<file path="src/rtl/qea_host_sequencer_if.sv">
// qea_host_sequencer_if
//   Host-facing channels of the QEA host sequencer, grouped into one bundle.
//   Three channels, all following the same valid/ready rule:
//     A transfer happens on a rising clk edge where valid and ready are both
//     high. Once valid is raised, the source holds it and its payload
//     unchanged until that transfer edge. Ready may rise or fall at any
//     time and never depends on valid combinationally.
//   cmd : i_cmd_valid/o_cmd_ready with i_qbit_num, i_ins_num, i_basis_idx
//   ins : i_ins_valid/o_ins_ready with i_ins_data
//   res : o_res_valid/i_res_ready with o_res_data, o_res_last
//   modport slave  - the sequencer side
//   modport master - the host side
interface qea_host_sequencer_if #(
  parameter int MAX_QBIT_WIDTH          = 6,
  parameter int STATE_ADDR_WIDTH        = 16,
  parameter int PE_NUM_WIDTH            = 2,
  parameter int GATE_CONTEXT_ADDR_WIDTH = 16,
  parameter int GATE_CONTEXT_DATA_WIDTH = 64,
  parameter int RES_WIDTH               = 256
);
  logic                                 i_cmd_valid;
  logic                                 o_cmd_ready;
  logic [MAX_QBIT_WIDTH-1:0]            i_qbit_num;
  logic [GATE_CONTEXT_ADDR_WIDTH:0]     i_ins_num;
  logic [STATE_ADDR_WIDTH+PE_NUM_WIDTH-1:0] i_basis_idx;

  logic                                 i_ins_valid;
  logic                                 o_ins_ready;
  logic [GATE_CONTEXT_DATA_WIDTH-1:0]   i_ins_data;

  logic                                 o_res_valid;
  logic                                 i_res_ready;
  logic [RES_WIDTH-1:0]                 o_res_data;
  logic                                 o_res_last;

  modport slave (
    input  i_cmd_valid, i_qbit_num, i_ins_num, i_basis_idx,
    input  i_ins_valid, i_ins_data,
    input  i_res_ready,
    output o_cmd_ready, o_ins_ready,
    output o_res_valid, o_res_data, o_res_last
  );

  modport master (
    output i_cmd_valid, i_qbit_num, i_ins_num, i_basis_idx,
    output i_ins_valid, i_ins_data,
    output i_res_ready,
    input  o_cmd_ready, o_ins_ready,
    input  o_res_valid, o_res_data, o_res_last
  );
endinterface

</file>
<file path="src/rtl/qea_host_sequencer.sv">
// qea_host_sequencer
//   Host-side job sequencer for the quantum emulation accelerator (QEA).
//   One job: accept a command, stream the gate instructions into the QEA
//   context RAM, write the initial basis state into the state RAM, pulse the
//   QEA start, time the run until complete, then read every state row back
//   and hand it to the host over the result channel.
// Ports
//   clk, rst          : clock, synchronous active-high reset
//   bus (slave)       : command, instruction and result channels
//   o_ctx_*           : context-RAM write port
//   o_state_*         : state-RAM port (writes during init, reads at the end)
//   i_state_dout      : state-RAM read data, READ_LATENCY cycles after a read
//   o_qea_start       : one-cycle start pulse; o_qbit_num is the job's q
//   i_qea_complete    : QEA finished
//   o_busy/o_done/o_err : status; o_done and o_err are one-cycle pulses
//   o_cycle_count     : RUN cycles of the last job (saturating)
//   o_dbg_state       : current FSM state encoding
module qea_host_sequencer #(
  parameter int PE_NUM                  = 4,
  parameter int PE_NUM_WIDTH            = 2,
  parameter int DATA_WIDTH              = 32,
  parameter int STATE_DATA_WIDTH        = 2*DATA_WIDTH,
  parameter int STATE_ADDR_WIDTH        = 16,
  parameter int GATE_CONTEXT_DATA_WIDTH = 64,
  parameter int GATE_CONTEXT_ADDR_WIDTH = 16,
  parameter int MAX_QBIT_WIDTH          = 6,
  parameter int NUM_FRAC_BIT            = 30,
  parameter int READ_LATENCY            = 1,
  parameter int CYCLE_CNT_WIDTH         = 32
) (
  input  logic                               clk,
  input  logic                               rst,
  qea_host_sequencer_if.slave                bus,
  output logic                               o_ctx_en,
  output logic                               o_ctx_wea,
  output logic [GATE_CONTEXT_ADDR_WIDTH-1:0] o_ctx_addr,
  output logic [GATE_CONTEXT_DATA_WIDTH-1:0] o_ctx_data,
  output logic                               o_state_ena,
  output logic                               o_state_wea,
  output logic [STATE_ADDR_WIDTH-1:0]        o_state_addra,
  output logic [PE_NUM*STATE_DATA_WIDTH-1:0] o_state_dina,
  input  logic [PE_NUM*STATE_DATA_WIDTH-1:0] i_state_dout,
  output logic                               o_qea_start,
  output logic [MAX_QBIT_WIDTH-1:0]          o_qbit_num,
  input  logic                               i_qea_complete,
  output logic                               o_busy,
  output logic                               o_done,
  output logic                               o_err,
  output logic [CYCLE_CNT_WIDTH-1:0]         o_cycle_count,
  output logic [3:0]                         o_dbg_state
);

  localparam int ROW_W   = PE_NUM*STATE_DATA_WIDTH;
  localparam int BASIS_W = STATE_ADDR_WIDTH+PE_NUM_WIDTH;
  localparam int CNT_W   = GATE_CONTEXT_ADDR_WIDTH+1;
  localparam int WAIT_W  = (READ_LATENCY > 1) ? $clog2(READ_LATENCY) : 1;
  localparam logic [DATA_WIDTH-1:0] FIX_ONE = DATA_WIDTH'(1) << NUM_FRAC_BIT;

  typedef enum logic [3:0] {
    IDLE       = 4'd0,
    LOAD_CTX   = 4'd1,
    INIT_STATE = 4'd2,
    START      = 4'd3,
    RUN        = 4'd4,
    READ_REQ   = 4'd5,
    READ_WAIT  = 4'd6,
    READ_HOLD  = 4'd7,
    DONE       = 4'd8
  } state_t;

  state_t                               state_q;
  logic                                 cmd_ready_q, ins_ready_q;
  logic                                 ctx_en_q;
  logic [GATE_CONTEXT_ADDR_WIDTH-1:0]   ctx_addr_q;
  logic [GATE_CONTEXT_DATA_WIDTH-1:0]   ctx_data_q;
  logic                                 st_ena_q, st_wea_q;
  logic [STATE_ADDR_WIDTH-1:0]          st_addr_q;
  logic [ROW_W-1:0]                     st_dina_q;
  logic                                 start_q, busy_q, done_q, err_q;
  logic [MAX_QBIT_WIDTH-1:0]            qbit_q;
  logic [CNT_W-1:0]                     ins_num_q, ins_cnt_q;
  logic [BASIS_W-1:0]                   basis_q;
  logic [STATE_ADDR_WIDTH-1:0]          last_row_q, row_q;
  logic [WAIT_W-1:0]                    wait_cnt_q;
  logic                                 run_first_q;
  logic [CYCLE_CNT_WIDTH-1:0]           cyc_q;
  logic                                 res_valid_q, res_last_q;
  logic [ROW_W-1:0]                     res_data_q;

  // Combinational helpers
  logic                                 cmd_legal_d;
  logic [STATE_ADDR_WIDTH:0]            rows_d, last_row_full_d;
  logic [CNT_W-1:0]                     ins_cnt_d;
  logic [STATE_ADDR_WIDTH-1:0]          row_d;
  logic [CYCLE_CNT_WIDTH-1:0]           cyc_d;
  int                                   basis_lsb_d;

  always_comb begin
    // basis_idx >= 2^q is detected as any bit surviving a right shift by q.
    cmd_legal_d = 1'b1;
    if (bus.i_qbit_num < MAX_QBIT_WIDTH'(PE_NUM_WIDTH))                   cmd_legal_d = 1'b0;
    if (bus.i_qbit_num > MAX_QBIT_WIDTH'(STATE_ADDR_WIDTH+PE_NUM_WIDTH))  cmd_legal_d = 1'b0;
    if (bus.i_ins_num == '0)                                              cmd_legal_d = 1'b0;
    if (bus.i_ins_num[CNT_W-1] && (|bus.i_ins_num[CNT_W-2:0]))            cmd_legal_d = 1'b0;
    if ((bus.i_basis_idx >> bus.i_qbit_num) != '0)                        cmd_legal_d = 1'b0;
    rows_d          = (STATE_ADDR_WIDTH+1)'(1) << (bus.i_qbit_num - MAX_QBIT_WIDTH'(PE_NUM_WIDTH));
    last_row_full_d = rows_d - (STATE_ADDR_WIDTH+1)'(1);
    ins_cnt_d       = ins_cnt_q + CNT_W'(1);
    row_d           = row_q + STATE_ADDR_WIDTH'(1);
    cyc_d           = cyc_q + CYCLE_CNT_WIDTH'(1);
    // Amplitude j sits in slot PE_NUM-1-(j mod PE_NUM); its real part is the
    // upper DATA_WIDTH bits of that slot.
    basis_lsb_d = (PE_NUM-1-int'(basis_q[PE_NUM_WIDTH-1:0]))*STATE_DATA_WIDTH + DATA_WIDTH;
  end

  function automatic logic [ROW_W-1:0] init_row(input logic [STATE_ADDR_WIDTH-1:0] row,
                                                 input logic [STATE_ADDR_WIDTH-1:0] basis_row,
                                                 input int lsb);
    logic [ROW_W-1:0] w;
    w = '0;
    if (row == basis_row) w[lsb +: DATA_WIDTH] = FIX_ONE;
    return w;
  endfunction

  always_ff @(posedge clk) begin
    if (rst) begin
      state_q     <= IDLE;
      cmd_ready_q <= 1'b1;
      ins_ready_q <= 1'b0;
      ctx_en_q    <= 1'b0;
      ctx_addr_q  <= '0;
      ctx_data_q  <= '0;
      st_ena_q    <= 1'b0;
      st_wea_q    <= 1'b0;
      st_addr_q   <= '0;
      st_dina_q   <= '0;
      start_q     <= 1'b0;
      busy_q      <= 1'b0;
      done_q      <= 1'b0;
      err_q       <= 1'b0;
      qbit_q      <= '0;
      ins_num_q   <= '0;
      ins_cnt_q   <= '0;
      basis_q     <= '0;
      last_row_q  <= '0;
      row_q       <= '0;
      wait_cnt_q  <= '0;
      run_first_q <= 1'b0;
      cyc_q       <= '0;
      res_valid_q <= 1'b0;
      res_last_q  <= 1'b0;
      res_data_q  <= '0;
    end else begin
      // One-cycle pulses default low every cycle.
      ctx_en_q <= 1'b0;
      start_q  <= 1'b0;
      done_q   <= 1'b0;
      err_q    <= 1'b0;
      case (state_q)
        IDLE: begin
          if (bus.i_cmd_valid && cmd_ready_q) begin
            if (!cmd_legal_d) begin
              err_q <= 1'b1;
            end else begin
              qbit_q      <= bus.i_qbit_num;
              ins_num_q   <= bus.i_ins_num;
              basis_q     <= bus.i_basis_idx;
              last_row_q  <= last_row_full_d[STATE_ADDR_WIDTH-1:0];
              ins_cnt_q   <= '0;
              cmd_ready_q <= 1'b0;
              ins_ready_q <= 1'b1;
              busy_q      <= 1'b1;
              state_q     <= LOAD_CTX;
            end
          end
        end
        LOAD_CTX: begin
          if (bus.i_ins_valid && ins_ready_q) begin
            ctx_en_q   <= 1'b1;
            ctx_addr_q <= ins_cnt_q[GATE_CONTEXT_ADDR_WIDTH-1:0];
            ctx_data_q <= bus.i_ins_data;
            ins_cnt_q  <= ins_cnt_d;
            if (ins_cnt_d == ins_num_q) begin
              // Row 0 write is presented in the first INIT_STATE cycle.
              ins_ready_q <= 1'b0;
              row_q       <= '0;
              st_ena_q    <= 1'b1;
              st_wea_q    <= 1'b1;
              st_addr_q   <= '0;
              st_dina_q   <= init_row('0, basis_q[BASIS_W-1:PE_NUM_WIDTH], basis_lsb_d);
              state_q     <= INIT_STATE;
            end
          end
        end
        INIT_STATE: begin
          if (row_q == last_row_q) begin
            st_ena_q  <= 1'b0;
            st_wea_q  <= 1'b0;
            st_dina_q <= '0;
            start_q   <= 1'b1;
            state_q   <= START;
          end else begin
            row_q     <= row_d;
            st_addr_q <= row_d;
            st_dina_q <= init_row(row_d, basis_q[BASIS_W-1:PE_NUM_WIDTH], basis_lsb_d);
          end
        end
        START: begin
          cyc_q       <= CYCLE_CNT_WIDTH'(1);
          run_first_q <= 1'b1;
          state_q     <= RUN;
        end
        RUN: begin
          run_first_q <= 1'b0;
          // A complete seen in the first RUN cycle is a leftover from the
          // previous job and is ignored.
          if (!run_first_q && i_qea_complete) begin
            row_q     <= '0;
            st_addr_q <= '0;
            st_ena_q  <= 1'b1;
            st_wea_q  <= 1'b0;
            state_q   <= READ_REQ;
          end else if (cyc_q != '1) begin
            cyc_q <= cyc_d;
          end
        end
        READ_REQ: begin
          st_ena_q   <= 1'b0;
          wait_cnt_q <= '0;
          state_q    <= READ_WAIT;
        end
        READ_WAIT: begin
          if (wait_cnt_q == WAIT_W'(READ_LATENCY-1)) begin
            res_data_q  <= i_state_dout;
            res_valid_q <= 1'b1;
            res_last_q  <= (row_q == last_row_q);
            state_q     <= READ_HOLD;
          end else begin
            wait_cnt_q <= wait_cnt_q + WAIT_W'(1);
          end
        end
        READ_HOLD: begin
          if (bus.i_res_ready) begin
            res_valid_q <= 1'b0;
            res_last_q  <= 1'b0;
            if (row_q != last_row_q) begin
              row_q     <= row_d;
              st_addr_q <= row_d;
              st_ena_q  <= 1'b1;
              st_wea_q  <= 1'b0;
              state_q   <= READ_REQ;
            end else begin
              done_q  <= 1'b1;
              state_q <= DONE;
            end
          end
        end
        DONE: begin
          cmd_ready_q <= 1'b1;
          busy_q      <= 1'b0;
          state_q     <= IDLE;
        end
        default: begin
          cmd_ready_q <= 1'b1;
          ins_ready_q <= 1'b0;
          st_ena_q    <= 1'b0;
          st_wea_q    <= 1'b0;
          res_valid_q <= 1'b0;
          busy_q      <= 1'b0;
          state_q     <= IDLE;
        end
      endcase
    end
  end

  assign bus.o_cmd_ready = cmd_ready_q;
  assign bus.o_ins_ready = ins_ready_q;
  assign bus.o_res_valid = res_valid_q;
  assign bus.o_res_data  = res_data_q;
  assign bus.o_res_last  = res_last_q;

  assign o_ctx_en      = ctx_en_q;
  assign o_ctx_wea     = ctx_en_q;
  assign o_ctx_addr    = ctx_addr_q;
  assign o_ctx_data    = ctx_data_q;
  assign o_state_ena   = st_ena_q;
  assign o_state_wea   = st_wea_q;
  assign o_state_addra = st_addr_q;
  assign o_state_dina  = st_dina_q;
  assign o_qea_start   = start_q;
  assign o_qbit_num    = qbit_q;
  assign o_busy        = busy_q;
  assign o_done        = done_q;
  assign o_err         = err_q;
  assign o_cycle_count = cyc_q;
  assign o_dbg_state   = state_q;

endmodule

</file>
<file path="src/flat_wrapper.sv">
// flat-port wrapper written by rule: the top's interface ports become plain ports
module qea_host_sequencer_flat 
#(
  parameter int PE_NUM                  = 4,
  parameter int PE_NUM_WIDTH            = 2,
  parameter int DATA_WIDTH              = 32,
  parameter int STATE_DATA_WIDTH        = 2*DATA_WIDTH,
  parameter int STATE_ADDR_WIDTH        = 16,
  parameter int GATE_CONTEXT_DATA_WIDTH = 64,
  parameter int GATE_CONTEXT_ADDR_WIDTH = 16,
  parameter int MAX_QBIT_WIDTH          = 6,
  parameter int NUM_FRAC_BIT            = 30,
  parameter int READ_LATENCY            = 1,
  parameter int CYCLE_CNT_WIDTH         = 32
)
  (clk, rst, o_ctx_en, o_ctx_wea, o_ctx_addr, o_ctx_data, o_state_ena, o_state_wea, o_state_addra, o_state_dina, i_state_dout, o_qea_start, o_qbit_num, i_qea_complete, o_busy, o_done, o_err, o_cycle_count, o_dbg_state, bus_i_cmd_valid, bus_i_qbit_num, bus_i_ins_num, bus_i_basis_idx, bus_i_ins_valid, bus_i_ins_data, bus_i_res_ready, bus_o_cmd_ready, bus_o_ins_ready, bus_o_res_valid, bus_o_res_data, bus_o_res_last);
  qea_host_sequencer_if #(.MAX_QBIT_WIDTH(MAX_QBIT_WIDTH), .STATE_ADDR_WIDTH(STATE_ADDR_WIDTH), .PE_NUM_WIDTH(PE_NUM_WIDTH), .GATE_CONTEXT_ADDR_WIDTH(GATE_CONTEXT_ADDR_WIDTH), .GATE_CONTEXT_DATA_WIDTH(GATE_CONTEXT_DATA_WIDTH), .RES_WIDTH((256))) bus_i ();
  input  logic clk;
  input  logic rst;
  output logic o_ctx_en;
  output logic o_ctx_wea;
  output logic [GATE_CONTEXT_ADDR_WIDTH-1:0] o_ctx_addr;
  output logic [GATE_CONTEXT_DATA_WIDTH-1:0] o_ctx_data;
  output logic o_state_ena;
  output logic o_state_wea;
  output logic [STATE_ADDR_WIDTH-1:0] o_state_addra;
  output logic [PE_NUM*STATE_DATA_WIDTH-1:0] o_state_dina;
  input  logic [PE_NUM*STATE_DATA_WIDTH-1:0] i_state_dout;
  output logic o_qea_start;
  output logic [MAX_QBIT_WIDTH-1:0] o_qbit_num;
  input  logic i_qea_complete;
  output logic o_busy;
  output logic o_done;
  output logic o_err;
  output logic [CYCLE_CNT_WIDTH-1:0] o_cycle_count;
  output logic [3:0] o_dbg_state;
  input wire logic [$bits(bus_i.i_cmd_valid)-1:0] bus_i_cmd_valid;
  input wire logic [$bits(bus_i.i_qbit_num)-1:0] bus_i_qbit_num;
  input wire logic [$bits(bus_i.i_ins_num)-1:0] bus_i_ins_num;
  input wire logic [$bits(bus_i.i_basis_idx)-1:0] bus_i_basis_idx;
  input wire logic [$bits(bus_i.i_ins_valid)-1:0] bus_i_ins_valid;
  input wire logic [$bits(bus_i.i_ins_data)-1:0] bus_i_ins_data;
  input wire logic [$bits(bus_i.i_res_ready)-1:0] bus_i_res_ready;
  output wire logic [$bits(bus_i.o_cmd_ready)-1:0] bus_o_cmd_ready;
  output wire logic [$bits(bus_i.o_ins_ready)-1:0] bus_o_ins_ready;
  output wire logic [$bits(bus_i.o_res_valid)-1:0] bus_o_res_valid;
  output wire logic [$bits(bus_i.o_res_data)-1:0] bus_o_res_data;
  output wire logic [$bits(bus_i.o_res_last)-1:0] bus_o_res_last;
  assign bus_i.i_cmd_valid = bus_i_cmd_valid;
  assign bus_i.i_qbit_num = bus_i_qbit_num;
  assign bus_i.i_ins_num = bus_i_ins_num;
  assign bus_i.i_basis_idx = bus_i_basis_idx;
  assign bus_i.i_ins_valid = bus_i_ins_valid;
  assign bus_i.i_ins_data = bus_i_ins_data;
  assign bus_i.i_res_ready = bus_i_res_ready;
  assign bus_o_cmd_ready = bus_i.o_cmd_ready;
  assign bus_o_ins_ready = bus_i.o_ins_ready;
  assign bus_o_res_valid = bus_i.o_res_valid;
  assign bus_o_res_data = bus_i.o_res_data;
  assign bus_o_res_last = bus_i.o_res_last;
  qea_host_sequencer #(.PE_NUM(PE_NUM), .PE_NUM_WIDTH(PE_NUM_WIDTH), .DATA_WIDTH(DATA_WIDTH), .STATE_DATA_WIDTH(STATE_DATA_WIDTH), .STATE_ADDR_WIDTH(STATE_ADDR_WIDTH), .GATE_CONTEXT_DATA_WIDTH(GATE_CONTEXT_DATA_WIDTH), .GATE_CONTEXT_ADDR_WIDTH(GATE_CONTEXT_ADDR_WIDTH), .MAX_QBIT_WIDTH(MAX_QBIT_WIDTH), .NUM_FRAC_BIT(NUM_FRAC_BIT), .READ_LATENCY(READ_LATENCY), .CYCLE_CNT_WIDTH(CYCLE_CNT_WIDTH)) u_core (.clk(clk), .rst(rst), .bus(bus_i), .o_ctx_en(o_ctx_en), .o_ctx_wea(o_ctx_wea), .o_ctx_addr(o_ctx_addr), .o_ctx_data(o_ctx_data), .o_state_ena(o_state_ena), .o_state_wea(o_state_wea), .o_state_addra(o_state_addra), .o_state_dina(o_state_dina), .i_state_dout(i_state_dout), .o_qea_start(o_qea_start), .o_qbit_num(o_qbit_num), .i_qea_complete(i_qea_complete), .o_busy(o_busy), .o_done(o_done), .o_err(o_err), .o_cycle_count(o_cycle_count), .o_dbg_state(o_dbg_state));
endmodule
</file>
<file path="config.mk">
export PLATFORM = sky130hd
export DESIGN_NAME = qea_host_sequencer_flat
export DESIGN_NICKNAME = d
export VERILOG_FILES = /design/src/rtl/qea_host_sequencer_if.sv /design/src/rtl/qea_host_sequencer.sv /design/src/flat_wrapper.sv
export SDC_FILE = /design/constraint.sdc
export NUM_CORES = 1
export LEC_CHECK = 0
export ABC_AREA = 0
export CORE_AREA = 2 2 401 403
export CTS_CLUSTER_SIZE = 28
export DETAILED_ROUTE_END_ITERATION = 6
export DIE_AREA = 0 0 403 405
export PLACE_DENSITY = 0.43
export SLEW_MARGIN = 20
export SYNTH_ARGS = -nofsm -noshare
export SYNTH_HDL_FRONTEND = slang
export SYNTH_SLANG_ARGS = --single-unit
</file>
<file path="constraint.sdc">
create_clock -name clk -period 2.9 [get_ports clk]
set_input_delay 0.58 -clock clk [delete_from_list [all_inputs] [get_ports clk]]
set_output_delay 0.58 -clock clk [all_outputs]
set_load 0.01 [all_outputs]
</file>
# Yosys cells after proc, flatten, opt, wreduce, memory -nomap -nowiden
# Cells that the tools add are included.
[totals] n_memories=0 mem_bits_ro=0 wordCells=184 out_inout_bits=662 latchBits=0 register_bits=731 mem_bits_rw=0
[classes] reduce_logical=39 n_bitwise=13 multipliers=0 n_mux=67 n_shift=4 n_lt_le_gt_ge=2 n_addsub=9 n_eq_ne=25 div_mod_pow=0
[ops] op="256-bit two-way mux" count=5
[ops] op="256-bit one-hot mux with 2 select lines" count=1
[ops] op="256-bit AND" count=1
[ops] op="32-bit by 33-bit variable shift with 256-bit output, first input constant" count=1
[ops] op="32-bit by 33-bit indexed part select with 256-bit output, first input constant" count=1
[ops] op="16-bit two-way mux" count=6
[ops] op="32-bit two-way mux" count=2
[ops] op="16-bit one-hot mux with 4 select lines" count=1
[ops] op="32-bit one-hot mux with 2 select lines" count=1
[ops] op="17-bit two-way mux" count=3
[ops] op="4-bit two-way mux" count=9
[ops] op="17-bit one-hot mux with 2 select lines" count=1
[ops] op="32-bit negation with 33-bit output" count=1
[ops] op="32-bit by 1-bit adder with 32-bit output, second input constant" count=1
[ops] op="32-bit by 7-bit adder with 32-bit output, second input constant" count=1
[ops] op="16-bit equality test" count=2
[ops] op="32-bit != test, second input constant" count=1
[ops] op="4-bit one-hot mux with 8 select lines" count=1
[ops] op="1-bit two-way mux" count=28
[ops] op="7-bit AND reduction" count=3
[ops] op="7-bit OR reduction" count=3
[ops] op="3-bit AND reduction" count=6
[ops] op="18-bit nonzero test" count=1
[ops] op="18-bit by 6-bit >> shifter with 18-bit output" count=1
[ops] op="other kinds (37)" count=78

# Depth between registers and ports, before layout
[logic_depth] ltp_word=9 depth_mapped=12

# Worst setup path before layout
# No wires, ideal clock.
[synth_path] path_kind="input to register" startpoint="in bus_i_qbit_num[0]" endpoint="reg u_core.qbit_q[4] (netlist: u_core.o_qbit_num[4])" setup_slack_ns=0.065 path_buffers=3 setup_time_ns=0.128 arrival_time_ns=2.708 path_stages=10 path_cell_list="buf_2 -> mux2_2 -> a2111oi_0 -> o221a_2 -> o211ai_1 -> nor3_1 -> buf_2 -> buf_2 -> mux2i_1 -> nor2_1"
[synth_via] elab_chain_cells=7
[synth_rtl] item="start, declared" line_no="flat_wrapper.sv:38" text="input wire logic [$bits(bus_i.i_qbit_num)-1:0] bus_i_qbit_num;"
[synth_rtl] item="6-bit by 2-bit less-than comparator with 1-bit output" line_no="qea_host_sequencer.sv:101" text="if (bus.i_qbit_num < MAX_QBIT_WIDTH'(PE_NUM_WIDTH)) cmd_legal_d = 1'b0;"
[synth_rtl] item="1-bit two-way mux" line_no="qea_host_sequencer.sv:101"
[synth_rtl] item="1-bit two-way mux" line_no="qea_host_sequencer.sv:102" text="if (bus.i_qbit_num > MAX_QBIT_WIDTH'(STATE_ADDR_WIDTH+PE_NUM_WIDTH)) cmd_legal_d = 1'b0;"
[synth_rtl] item="1-bit two-way mux" line_no="qea_host_sequencer.sv:103" text="if (bus.i_ins_num == '0) cmd_legal_d = 1'b0;"
[synth_rtl] item="1-bit two-way mux" line_no="qea_host_sequencer.sv:104" text="if (bus.i_ins_num[CNT_W-1] && (|bus.i_ins_num[CNT_W-2:0])) cmd_legal_d = 1'b0;"
[synth_rtl] item="1-bit two-way mux (*)" line_no="qea_host_sequencer.sv:105" text="if ((bus.i_basis_idx >> bus.i_qbit_num) != '0) cmd_legal_d = 1'b0;"
[synth_rtl] item="3-bit AND reduction (no source line) (*)"
[synth_rtl] item="end signal, assigned" line_no="qea_host_sequencer.sv:165" text="qbit_q <= bus.i_qbit_num;"
[synth_rtl] item="end, declared" line_no="qea_host_sequencer.sv:80" text="logic [MAX_QBIT_WIDTH-1:0] qbit_q;"
# Mark *: on every way between the ends. The rest lies on a longest branch, timed or not.
# A chain may end at the register's enable or synchronous reset.

# Final worst setup path
[layout_path] startpoint="in bus_i_ins_num[11]" endpoint="reg u_core.ins_num_q[1]"
[layout_via] elab_chain_cells=5
[layout_rtl] item="start, declared" line_no="flat_wrapper.sv:39" text="input wire logic [$bits(bus_i.i_ins_num)-1:0] bus_i_ins_num;"
[layout_rtl] item="17-bit logical NOT / 16-bit OR reduction (equally long branches)" line_no="qea_host_sequencer.sv:103, qea_host_sequencer.sv:104"
[layout_rtl] item="1-bit two-way mux / 1-bit logical AND (equally long branches)" line_no="qea_host_sequencer.sv:103, qea_host_sequencer.sv:104"
[layout_rtl] item="1-bit two-way mux (*)" line_no="qea_host_sequencer.sv:104"
[layout_rtl] item="1-bit two-way mux (*)" line_no="qea_host_sequencer.sv:105"
[layout_rtl] item="3-bit AND reduction (no source line) (*)"
[layout_rtl] item="end signal, assigned" line_no="qea_host_sequencer.sv:166" text="ins_num_q <= bus.i_ins_num;"
[layout_rtl] item="end, declared" line_no="qea_host_sequencer.sv:81" text="logic [CNT_W-1:0] ins_num_q, ins_cnt_q;"
# Marked as above.

==> flow_summary.ini <==
[finish]
final_common_cell = clkdlybuf4s50_1
syn_to_final_growth_pct = 61.1
utilization_pct = 21.6
drive_gt1_share_pct = 10.2
mostFrequentLayoutCells = 759 x clkdlybuf4s50_1, 751 x nand2_1, 472 x dfxtp_1, 376 x a21oi_1, 252 x conb_1
nNetsFinal = 3942

[global_route]
grt_pass1_wl_mm = 158
antenna_found_initial = 68
grt_max_degree = 160
grt_pass1_vias = 20473
grt_use_total_pct = 13.6
grt-ovfl-total = 0

[place]
dp_slack_ns = -1.29
hpwl_mm = 91.4
gp_congestion = 0.832
portBuffers = 776

[logic_synthesis]
yosys.area_share.adder_pct = 0.234
synthMuxAreaShare_pct = 2.62
synthCells = 2716
syn_avg_cell_area_um2 = 7.87
synth_edf_count = 0
async_flop_share_pct = 0
synth_area_um2 = 21400
yosysSeqAreaShare_pct = 44.7
ys.flop_type = dfxtp_1
ys_seq_elements = 478
synth_top_family_by_area = simple AND/OR/NAND/NOR gates
synth_xor_area_share_pct = 3.44
ys_types = 75
yosys_warnings = 0
synth-compound-area-share_pct = 14.4
yosys.area_share.simple_pct = 21.9

[worst_setup_path]
required_ns = 3.40
cp_cell_sequence = clkdlybuf4s50_1, nor4_2, nand4_1, buf_4, xnor2_4, a311oi_2, o211ai_1, buf_4, nor3_4, buf_6, buf_12, buf_16, mux2i_1, nor2_1
arrival_ns = 3.30
cpMostUsedCell = buf_4
cpPeakStageDelay_ns = 0.45
critical_path_class = in2reg
worst-path-max-fanout = 5
cpMaxStageDelayCell = clkdlybuf4s50_1
setup.worst_path.start_class = input port
worstSetupEndpointType = flop

[floorplan]
core_area_um2 = 159000
dieArea_um2 = 163000
die_x_um = 403
fp.dieH_um = 405
rows = 147
start_util_pct = 13.4
ioPinCount = 1029

[detailed_routing]
drtAntennaViolNets = 0
via_per_inst = 3.75
wirelength_mm = 117
drt_iter0_drc = 1292
wl_per_cell_um = 20.4
route.vias.total = 21449
first_pass_iters = 6
drc = 0

[timing]
min_period_ns = 2.79
finalWorstSetupSlack_ns = 0.106
finalSetupViolCount = 0
hold_violations = 0
min_period_over_period_pct = 96.4
fmax_ghz = 0.358
slew_headroom_pct = 31.6
rsz0062_at_grt = yes
maxSlewViolCount = 0
worst_pin_slew_ns = 1.03
finClkSkew_ns = 0.0599

[job]
drv_cap = 0

[clocking]
clock-root-buffer = clkbuf_16
clk_pin_slew_ns = 0.06
clock_latency_ns = 0.68
cts.path.max_buffers = 3
cts_tree = built
numCtsBuffers = 66
htree_levels = 3
clock-sinks = 478

[outcome]
outcome = finished, final reports clean

[pwr]
vdd_drop_max_mv = 0.384
leakage_nw = 12.0
power.density_nw_per_um2 = 468

[min_path]
holdCritPathClass = in2reg
==> synthesized netlist by cell type, types with 5 or more instances <==
master / instances / area, µm²
nor2_1: 141 / 529
xnor2_1: 38 / 333
buf_2: 21 / 105
clkbuf_1: 150 / 563
mux2_2: 8 / 90.1
inv_1: 21 / 78.8
nand2_1: 751 / 2820
o21ai_0: 49 / 245
nor3b_1: 5 / 37.5
and3_1: 16 / 100
buf_4: 258 / 1940
a211oi_1: 11 / 82.6
or3_1: 13 / 81.3
dfxtp_1: 478 / 9570
xor2_1: 46 / 403
nand2b_1: 6 / 37.5
nand4_1: 18 / 113
a31oi_1: 17 / 106
and2_1: 9 / 56.3
o211a_1: 5 / 50.1
nand3_1: 30 / 150
o211ai_1: 6 / 45.0
and4_1: 10 / 87.6
o31ai_1: 6 / 45.0
nor3_1: 32 / 160
nor2b_1: 9 / 56.3
a2111oi_0: 6 / 52.6
o21a_1: 7 / 52.6
mux2i_1: 47 / 470
a21oi_1: 376 / 1880
or4_1: 6 / 45.0
a311oi_1: 20 / 175
nor4_1: 23 / 144
==> worst paths after layout <==
kind                            cells after the start  slack, ns                         end                  startpoint
worst max-delay path                               14       0.11         u_core.ins_num_q[1]           bus_i_ins_num[11]
worst min-delay path                                3       0.26        u_core.ins_num_q[13]           bus_i_ins_num[13]
worst max register to register                     11       0.13             u_core.row_q[9]         u_core.ins_cnt_q[0]
worst min register to register                      2       0.45  u_core.bus.o_res_data[241]  u_core.bus.o_res_data[241]
==> where the power goes <==
group | switching [mW] | leakage (nW) | internal (mW)
Combinational | 0.625 | 7.05 | 0.646
Sequential | 0.0215 | 3.85 | 6.59
Clock | 3.61 | 1.06 | 4.63
Total | 4.26 | 12.0 | 11.9
==> routing by layer <==
layer	routed length [µm]	GRT usage (%)	up-vias
li1	-	-	10300
met1	46500	15.7	10124
met2	54000	21.8	788
met3	12600	6.92	209
met4	3250	3.98	28
met5	173	0	-
==> critical path, delay by kind of cell <==
family | cells | cell delay [ns]
compound gates | 2 | 0.35
simple gates | 4 | 0.74
buf+inv | 6 | 1.28
mux | 1 | 0.19
xor+xnor | 1 | 0.15
==> metrics by stage <==
stage                     std cells  TNS (ns)  power, mW  hold slack, ns  cell area, µm²
after floorplan                2967         0       7.43           0.435           22300
after global placement         5576   -100.65       7.98           0.441           31700
after detailed placement       5576   -104.24       7.98           0.446           31700
after CTS                      5702  -0.00809       16.4           0.343           34100
after global routing           5717    -0.138       16.7           0.224           34400
final                          5723         0       16.1           0.258           34400
==> cell type report <==
class | instances | area [µm²]
Fill cell | 17716 | 125000
Multi-Input combinational cell | 2032 | 10300
Timing Repair Buffer | 971 | 9630
Sequential cell | 478 | 9580
Tap cell | 2086 | 2610
Clock buffer | 86 | 1830
Clock inverter | 31 | 349
Inverter | 22 | 82.6
Antenna cell | 17 | 42.5
==> cells by family after synthesis <==
group / Yosys count
and+or+nand+nor: 1096
adders and majority gates: 4
buffers and inverters: 457
muxes: 55
xor gates and xnor gates: 84
other: 1
AOI/OAI and AO/OA: 541
DFF: 478
==> state kept, by name (all words and copies together), names as in the netlist, 4 cells and up <==
register	count
u_core.o_qbit_num	6
u_core.o_ctx_data	64
u_core.o_cycle_count	32
u_core.basis_q	18
u_core.o_dbg_state	4
u_core.o_state_dina	4
u_core.row_q	16
u_core.last_row_q	16
u_core.o_ctx_addr	16
u_core.ins_num_q	17
u_core.bus.o_res_data	256
u_core.ins_cnt_q	17
==> repair_timing <==
item | CTS | global route
gates resized for setup | 25 | 54
hold buffers | 0 | 0
pin swaps | 9 | 13
setup endpoints to repair | 99 | 98
buffers inserted | 6 | 1
gates cloned | 3 | 3
No activity file was read; power rests on OpenSTA's default activity.
